## src/rtl/mem_arb_pkg.sv

```systemverilog
// Shared types and defaults for the memory port arbiter.
// Holds the arbiter state encoding and the timeout counter sizing helper.
package mem_arb_pkg;

    localparam int unsigned ARB_AW = 32;
    localparam int unsigned ARB_DW = 32;

    typedef enum logic [1:0] {
        IDLE  = 2'd0,
        DATA  = 2'd1,
        FETCH = 2'd2
    } arb_state_e;

    // Counter width able to hold 0..timeout, never narrower than one bit.
    function automatic int unsigned timer_width(input int unsigned timeout);
        return (timeout < 32'd2) ? 32'd1 : $clog2(timeout + 32'd1);
    endfunction

endpackage

```

## src/rtl/arb_timeout.sv

```systemverilog
// Bus wait timer: counts cycles a transaction has been on the bus.
// The count reaches 1 in the first bus cycle, so expire fires in the TIMEOUT-th bus cycle.
module arb_timeout
    import mem_arb_pkg::*;
#(
    parameter int unsigned TIMEOUT = 255
) (
    input  logic clk,
    input  logic rst,
    input  logic clr,
    input  logic en,
    output logic expire
);

    localparam int unsigned TW = timer_width(TIMEOUT);

    logic [TW-1:0] count_r;
    logic [TW-1:0] base_s;

    assign base_s = clr ? {TW{1'b0}} : count_r;

    // Clear-then-count so a grant in the idle cycle already counts as the first bus cycle.
    always_ff @(posedge clk) begin
        if (rst) begin
            count_r <= {TW{1'b0}};
        end else begin
            count_r <= base_s + TW'(en);
        end
    end

    assign expire = (TIMEOUT != 32'd0) && !clr && (count_r == TW'(TIMEOUT));

endmodule

```

## src/rtl/mem_port_arbiter.sv

```systemverilog
// Memory port arbiter: shares one bus port between instruction fetch and the mem stage.
// Data requests win at grant time; an in-flight fetch always finishes on the bus.
module mem_port_arbiter
    import mem_arb_pkg::*;
#(
    parameter int unsigned AW      = ARB_AW,
    parameter int unsigned DW      = ARB_DW,
    parameter int unsigned TIMEOUT = 255
) (
    input  logic          clk,
    input  logic          rst,
    input  logic          if_req,
    input  logic [AW-1:0] if_addr,
    input  logic          if_flush,
    output logic          if_ack,
    output logic [DW-1:0] if_rdata,
    input  logic          d_req,
    input  logic          d_we,
    input  logic [AW-1:0] d_addr,
    input  logic [DW-1:0] d_wdata,
    output logic          d_ack,
    output logic [DW-1:0] d_rdata,
    output logic          d_stall,
    output logic          bus_err,
    output logic          bus_cyc,
    output logic          bus_we,
    output logic [AW-1:0] bus_addr,
    output logic [DW-1:0] bus_wdata,
    input  logic          bus_ack,
    input  logic [DW-1:0] bus_rdata
);

    arb_state_e state_r, state_nx;

    logic grant_d_s, grant_f_s, done_s, abort_s, end_s;
    logic busy_s, expire_s, drop_s;

    logic          bus_cyc_r, bus_we_r;
    logic [AW-1:0] bus_addr_r;
    logic [DW-1:0] bus_wdata_r;
    logic          d_ack_r, if_ack_r, bus_err_r, drop_r;
    logic [DW-1:0] d_rdata_r, if_rdata_r;

    assign busy_s = (state_r != IDLE);
    assign end_s  = done_s | abort_s;
    assign drop_s = drop_r | if_flush;

    arb_timeout #(.TIMEOUT(TIMEOUT)) u_timeout (
        .clk    (clk),
        .rst    (rst),
        .clr    (~busy_s),
        .en     (busy_s | grant_d_s | grant_f_s),
        .expire (expire_s)
    );

    // Next-state and grant decode; a requester whose ack is out this cycle is not re-granted.
    always_comb begin
        state_nx  = state_r;
        grant_d_s = 1'b0;
        grant_f_s = 1'b0;
        done_s    = 1'b0;
        abort_s   = 1'b0;
        case (state_r)
            IDLE: begin
                if (d_req && !d_ack_r) begin
                    grant_d_s = 1'b1;
                    state_nx  = DATA;
                end else if (if_req && !if_flush && !if_ack_r) begin
                    grant_f_s = 1'b1;
                    state_nx  = FETCH;
                end else begin
                    state_nx  = IDLE;
                end
            end
            DATA, FETCH: begin
                if (bus_ack) begin
                    done_s   = 1'b1;
                    state_nx = IDLE;
                end else if (expire_s) begin
                    abort_s  = 1'b1;
                    state_nx = IDLE;
                end else begin
                    state_nx = state_r;
                end
            end
            default: begin
                state_nx = IDLE;
            end
        endcase
    end

    // State register.
    always_ff @(posedge clk) begin
        if (rst) begin
            state_r <= IDLE;
        end else begin
            state_r <= state_nx;
        end
    end

    // Bus request registers: latched at grant, held until the cycle after completion.
    always_ff @(posedge clk) begin
        if (rst) begin
            bus_cyc_r   <= 1'b0;
            bus_we_r    <= 1'b0;
            bus_addr_r  <= {AW{1'b0}};
            bus_wdata_r <= {DW{1'b0}};
        end else if (grant_d_s) begin
            bus_cyc_r   <= 1'b1;
            bus_we_r    <= d_we;
            bus_addr_r  <= d_addr;
            bus_wdata_r <= d_wdata;
        end else if (grant_f_s) begin
            bus_cyc_r   <= 1'b1;
            bus_we_r    <= 1'b0;
            bus_addr_r  <= if_addr;
            bus_wdata_r <= {DW{1'b0}};
        end else if (end_s) begin
            bus_cyc_r   <= 1'b0;
            bus_we_r    <= 1'b0;
        end
    end

    // Requester acks and return data; aborted or store transactions return zero.
    always_ff @(posedge clk) begin
        if (rst) begin
            d_ack_r    <= 1'b0;
            if_ack_r   <= 1'b0;
            bus_err_r  <= 1'b0;
            d_rdata_r  <= {DW{1'b0}};
            if_rdata_r <= {DW{1'b0}};
        end else begin
            d_ack_r   <= (state_r == DATA) && end_s;
            if_ack_r  <= (state_r == FETCH) && end_s && !drop_s;
            bus_err_r <= abort_s;
            if ((state_r == DATA) && end_s) begin
                d_rdata_r <= (abort_s || bus_we_r) ? {DW{1'b0}} : bus_rdata;
            end
            if ((state_r == FETCH) && end_s && !drop_s) begin
                if_rdata_r <= abort_s ? {DW{1'b0}} : bus_rdata;
            end
        end
    end

    // Flushed-fetch flag: set by a redirect while the fetch is on the bus, cleared once idle.
    always_ff @(posedge clk) begin
        if (rst) begin
            drop_r <= 1'b0;
        end else if (state_r == IDLE) begin
            drop_r <= 1'b0;
        end else if ((state_r == FETCH) && if_flush) begin
            drop_r <= 1'b1;
        end
    end

    assign bus_cyc   = bus_cyc_r;
    assign bus_we    = bus_we_r;
    assign bus_addr  = bus_addr_r;
    assign bus_wdata = bus_wdata_r;
    assign d_ack     = d_ack_r;
    assign d_rdata   = d_rdata_r;
    assign if_ack    = if_ack_r;
    assign if_rdata  = if_rdata_r;
    assign bus_err   = bus_err_r;
    assign d_stall   = d_req & ~d_ack_r;

endmodule

```

## config.mk

```make
export PLATFORM = sky130hd
export DESIGN_NAME = mem_port_arbiter
export DESIGN_NICKNAME = d
export VERILOG_FILES = /design/src/rtl/mem_arb_pkg.sv /design/src/rtl/arb_timeout.sv /design/src/rtl/mem_port_arbiter.sv
export SDC_FILE = /design/constraint.sdc
export NUM_CORES = 1
export LEC_CHECK = 0
export CORE_MARGIN = 5
export CORE_UTILIZATION = 42
export CTS_CLUSTER_DIAMETER = 60
export DETAILED_ROUTE_END_ITERATION = 7
export PLACE_DENSITY_LB_ADDON = 0.08
export SLEW_MARGIN = 30
export SYNTH_ARGS = -nofsm -noshare
export SYNTH_HDL_FRONTEND = slang
export SYNTH_SLANG_ARGS = --single-unit
```

## constraint.sdc

```tcl
create_clock -name clk -period 2.8 [get_ports clk]
set_clock_uncertainty 0.05 [all_clocks]
set_input_delay 0.42 -clock clk [delete_from_list [all_inputs] [get_ports clk]]
set_output_delay 0.42 -clock clk [all_outputs]
set_load 0.02 [all_outputs]
```

# Yosys cells after proc, flatten, opt, wreduce, memory -nomap -nowiden
# Cells that the tools add are included.
# totals
regBits	144
out_inout_bits	134
# classes
addsub	1
eq_ne	4
n_mux	27
bitwise_logic	6
n_reduce_logical	19
# ops
cell	n
$mux W32	6
$mux W1	15
$add A8 B1 Y8	1
$eq A8 B8 Y1 const B	1
$logic_and A1 B1 Y1	8
$mux W2	4
$mux W8	1
$logic_not A1 Y1	4
$or A1 B1 Y1	4
$pmux W2 S2	1
$reduce_bool A2 Y1	2
$reduce_or A2 Y1	2
$ne A3 B3 Y1 const B	1
$reduce_bool A3 Y1	1
$eq A2 B1 Y1 const B	1
$eq A2 B2 Y1 const B	1
$logic_not A2 Y1	1
$and A1 B1 Y1	1
$logic_or A1 B1 Y1	1
$not A1 Y1	1

# Depth between registers and ports, before layout
# depth
ltp_word	9
mapped_depth	10
depth_no_buf	8

# By module
# From an unflattened synthesis, not the netlist that was laid out.
# unflattened
cells_unflattened	663
area_unflattened_um2	5796.8
# by_module_without_submodules
mod	n_inst	cells_per_inst	area_each_um2	seq_area_each_um2
mem_port_arbiter	1	621	5420.2	2722.6
arb_timeout	1	42	376.6	160.2

# Worst setup path after synthesis
# OpenSTA, ideal clock, no wires.
# synth_path
kind	register to register
from	register state_r[0]
to	register if_rdata_r[10] (netlist: if_rdata[10])
arrival_ps	1846
path_slack_ps	832
stages_incl_launch_ff	10
path_buffers	3
synth_period_minus_slack_ps	1968
cell_sequence	dfxtp_1 -> inv_1 -> ha_1 -> buf_6 -> nand4b_4 -> o31ai_4 -> and3_1 -> buf_6 -> buf_12 -> mux2i_1
# synth_via
elab_chain_len	8
# synth_rtl
item	line_no	rtl
start: declaration	mem_port_arbiter.sv:33	arb_state_e state_r, state_nx;
start signal: assignment	mem_port_arbiter.sv:97	state_r <= state_nx;
$reduce_bool A2 Y1	mem_port_arbiter.sv:44	assign busy_s = (state_r != IDLE);
$logic_and A1 B1 Y1	arb_timeout.sv:31	assign expire = (TIMEOUT != 32'd0) && !clr && (count_r == TW'(TIMEOUT));
$mux W1	mem_port_arbiter.sv:79	end else if (expire_s) begin
$mux W1	mem_port_arbiter.sv:76	if (bus_ack) begin
$mux W1	mem_port_arbiter.sv:63	case (state_r)
$or A1 B1 Y1	mem_port_arbiter.sv:45	assign end_s = done_s | abort_s;
$logic_and A1 B1 Y1 (2 in a row)	mem_port_arbiter.sv:139	if ((state_r == FETCH) && end_s && !drop_s) begin
end signal: assignment	mem_port_arbiter.sv:131	if_rdata_r <= {DW{1'b0}};
end signal: assignment	mem_port_arbiter.sv:140	if_rdata_r <= abort_s ? {DW{1'b0}} : bus_rdata;
end: declaration	mem_port_arbiter.sv:42	logic [DW-1:0] d_rdata_r, if_rdata_r;
# Parallel ways exist; a longest one is shown, timed or not.
# A chain may end at the register's enable or synchronous reset.

# Final worst setup path
# layout_path
from	input port d_req
to	output port d_stall
# layout_via
elab_chain_len	1
# layout_rtl
item	line_no	rtl
start: declaration	mem_port_arbiter.sv:17	input logic d_req,
$and A1 B1 Y1	mem_port_arbiter.sv:165	assign d_stall = d_req & ~d_ack_r;
end: declaration	mem_port_arbiter.sv:23	output logic d_stall,
# Every way passes these cells.

==> impl_metrics.json <==
{
  "clk_pin_slew_ns": 0.05,
  "synth.most_common_cell": "sky130_fd_sc_hd__dfxtp_1",
  "hold_sp": "if_rdata[30]$_SDFFE_PP0P_",
  "max_clock_freq_mhz": 461,
  "setup.worst_path.start": "d_req",
  "final-setup-viol-count": 0,
  "post_detailed_route_via_to_cell_ratio": 5.19,
  "yosys_register_bits": 144,
  "post_synthesis_net_count": 796,
  "cp-start-kind": "input pin",
  "clock_tree.buffer_depth": 2,
  "cts-buffers-inserted": 17,
  "ys_warn_count": 0,
  "postSynth.asyncResetShare_pct": 0,
  "netlist-cell-type-count": 39,
  "setup-tns-final_ns": 0,
  "place.detailed.hpwl_um": 13500,
  "leakage_nw": 3.48,
  "post_synth_inst_count": 657,
  "die_w_um": 129,
  "fin_crit_period_ns": 2.17,
  "final_min_period_over_clock_period_pct": 77.4,
  "synth_largest_area_cell": "sky130_fd_sc_hd__dfxtp_1",
  "tritoncts_clock_tree": "done",
  "mapped_area_um2": 5960,
  "synth_top_cells_by_count": "144 x sky130_fd_sc_hd__dfxtp_1, 104 x sky130_fd_sc_hd__nand2_1, 68 x sky130_fd_sc_hd__nor2_1",
  "pin_count_of_the_biggest_net_entering_global_routing": 65,
  "run_status": "finished clean",
  "synth.avg_cell_area_um2": 9.07,
  "drc": 0,
  "area_growth_syn_to_layout_pct": 55.9,
  "min-delay-path-class": "register to register",
  "max-vdd-ir-drop_v": 0.000410,
  "fin_hold_viols": 0,
  "cts_max_level": 4,
  "globalplace.congestion": 0.810,
  "cts-root-buf": "sky130_fd_sc_hd__clkbuf_16",
  "timing.critical_path.required_ns": 2.33,
  "synth.yosys.seq_area_share_pct": 48.4,
  "rows": 43,
  "grt_pass1_wl_um": 29000,
  "antenna_violations_before_repair": 0,
  "worstReg2RegStart": "state_r[0]$_SDFFE_PP0P_",
  "grt_pass1_vias": 5725,
  "critical_path_buf_inv_count": 2,
  "setup.worst_path.class": "input pin to primary output",
  "die_area_um2": 16700,
  "ys_dominant_reg_cell": "sky130_fd_sc_hd__dfxtp_1",
  "cpPeakStageDelay_ns": 0.66,
  "fin_ws_ns": 0.632,
  "dr_total_vias": 5661,
  "detail_route.first_pass.iterations": 5,
  "cts.repair_timing.setup_buffer_count": 0,
  "drt_iter0_markers": 334,
  "drt-wirelength-per-cell_um": 17.3,
  "worst_pin_slew_ns": 0.578,
  "drt_wl_total_um": 18800,
  "synth-edff-count": 0,
  "endpoint_kind": "primary output",
  "post-place-ws_ns": 0.404,
  "headroom_to_the_max_slew_limit_pct": 61.4,
  "pwr_density_cell_nw_per_um2": 573,
  "dominant_cells_by_area_after_synthesis": "sky130_fd_sc_hd__dfxtp_1 48%, sky130_fd_sc_hd__nand2b_1 7.0%, sky130_fd_sc_hd__nand2_1 6.5%",
  "yosys.area.top_type_share_pct": 48.4,
  "r2r_setup_slack_ns": 0.65,
  "critical-path-top-delay-family": "buffers and inverters",
  "crit_path_top_cell_by_count": "sky130_fd_sc_hd__clkdlybuf4s50_1",
  "clock_insertion_delay_worst_skew_ns": 0.42,
  "data_arrival_time_of_the_critical_path_ns": 1.70,
  "timing_max_transition_violations_final": 0,
  "nets": 1038,
  "grt_setup_unrepaired": "no",
  "cts.repair.resized": 0,
  "worstPathMaxFanout": 2,
  "pin_count": 269,
  "postRouteAntennaNets": 0,
  "number_of_diodes_added_for_antenna_fixing": 0,
  "share_of_final_layout_standard_cells_stronger_than_drive_strength_1_pct": 5.82,
  "crit_path_cell_trace": "clkdlybuf4s50_1 -> nor2b_1 -> clkdlybuf4s50_1",
  "cpMaxStageDelayCell": "sky130_fd_sc_hd__clkdlybuf4s50_1",
  "die_height_um": 129,
  "cap_violations": 0,
  "placement.io_buffers": 268,
  "power.total_w": 0.00532,
  "initial_utilization_pct": 42.9,
  "cts_num_sinks": 144,
  "cts_hold_repair.buffers": 0,
  "total_grt_usage_pct": 22.1,
  "design.core.area_um2": 13900,
  "grt_overflow_total": 0
}
cell type report:
class	count	area (um^2)
repair buffers	284	2840
clock buffers	25	495
well taps	180	225
inverters	2	7.51
multi-input cells	450	2760
fillers	1131	4590
clock inverters	6	80.1
flip-flops and latches	144	2880
cells by family (layout without fill, tap and decap cells):
logic type,Yosys count,after routing,synth area share (%)
and+or+nand+nor,270,270,21.5
buffers and inverters,63,317,5.58
DFF,144,144,48.4
muxes,33,33,5.56
adders and majority gates,4,4,0.840
xor gates and xnor gates,5,5,0.735
AOI/OAI and AO/OA,138,138,17.4
state kept, by name, summed over array words and instances, names as in the netlist:
signal / flops
if_ack: 1
state_r: 2
bus_cyc: 1
bus_wdata: 32
bus_err: 1
if_rdata: 32
bus_we: 1
d_ack: 1
d_rdata: 32
u_timeout.count_r: 8
drop_r: 1
bus_addr: 32
path summary, 6_finish.rpt:
kind                               endpoint  cells past startpoint
hold / removal    if_rdata[30]$_SDFFE_PP0P_                      2
setup reg to reg   d_rdata[20]$_SDFFE_PP0P_                      7
hold reg to reg   if_rdata[30]$_SDFFE_PP0P_                      2
setup / recovery                    d_stall                      3
where the power goes:
part / total [W] / switching [W] / internal [W]
sequential: 0.00220 / 0.0000565 / 0.00215
clock: 0.00221 / 0.000814 / 0.00140
combinational: 0.000909 / 0.000453 / 0.000455
total: 0.00532 / 0.00132 / 0.00400
routing by layer:
layer	vias up	wire length, um	track usage, %
li1	2747	-	-
met1	2677	7240	24.7
met2	203	9360	37.7
met3	34	1730	8.57
met4	0	524	8.96
met5	-	0	0
worst reg2reg max path, cell delays in order (launching register included):
cell                       delay [ns]
sky130_fd_sc_hd__dfxtp_1         0.36
sky130_fd_sc_hd__inv_1           0.08
sky130_fd_sc_hd__ha_1            0.32
sky130_fd_sc_hd__nand4b_4        0.24
sky130_fd_sc_hd__o31ai_4         0.26
sky130_fd_sc_hd__buf_4           0.41
sky130_fd_sc_hd__a21oi_1         0.14
sky130_fd_sc_hd__a31o_1          0.20
placed cells by master, fill, tap and decap left out, types with 2 or more instances in the layout:
master	instances
sky130_fd_sc_hd__xor2_1	3
sky130_fd_sc_hd__clkbuf_1	4
sky130_fd_sc_hd__a311oi_1	32
sky130_fd_sc_hd__clkdlybuf4s50_1	267
sky130_fd_sc_hd__buf_4	14
sky130_fd_sc_hd__bufinv_16	2
sky130_fd_sc_hd__buf_12	3
sky130_fd_sc_hd__nand2b_1	67
sky130_fd_sc_hd__a22oi_1	32
sky130_fd_sc_hd__nand2_1	104
sky130_fd_sc_hd__clkinv_2	4
sky130_fd_sc_hd__nor3b_1	2
sky130_fd_sc_hd__clkbuf_8	4
sky130_fd_sc_hd__dfxtp_1	144
sky130_fd_sc_hd__a21oi_1	37
sky130_fd_sc_hd__clkbuf_16	17
sky130_fd_sc_hd__inv_1	2
sky130_fd_sc_hd__nor2_1	68
sky130_fd_sc_hd__nor3_1	7
sky130_fd_sc_hd__mux2i_1	32
sky130_fd_sc_hd__a31o_1	32
sky130_fd_sc_hd__xnor2_1	2
sky130_fd_sc_hd__ha_1	4
sky130_fd_sc_hd__nand3_1	3
sky130_fd_sc_hd__nor2b_1	7
through the flow:
step	std cells	util, %	instance area [um^2]	hold slack, ns
after floorplan	657	-	5960	0.399
after detailed placement	1060	62.8	8720	0.411
after CTS	1091	66.9	9290	0.425
after global routing	1091	66.9	9290	0.448
final	1091	66.9	9290	0.420
after global placement	1060	62.8	8720	0.409
Note: power is estimated with default switching activity, not from simulation.
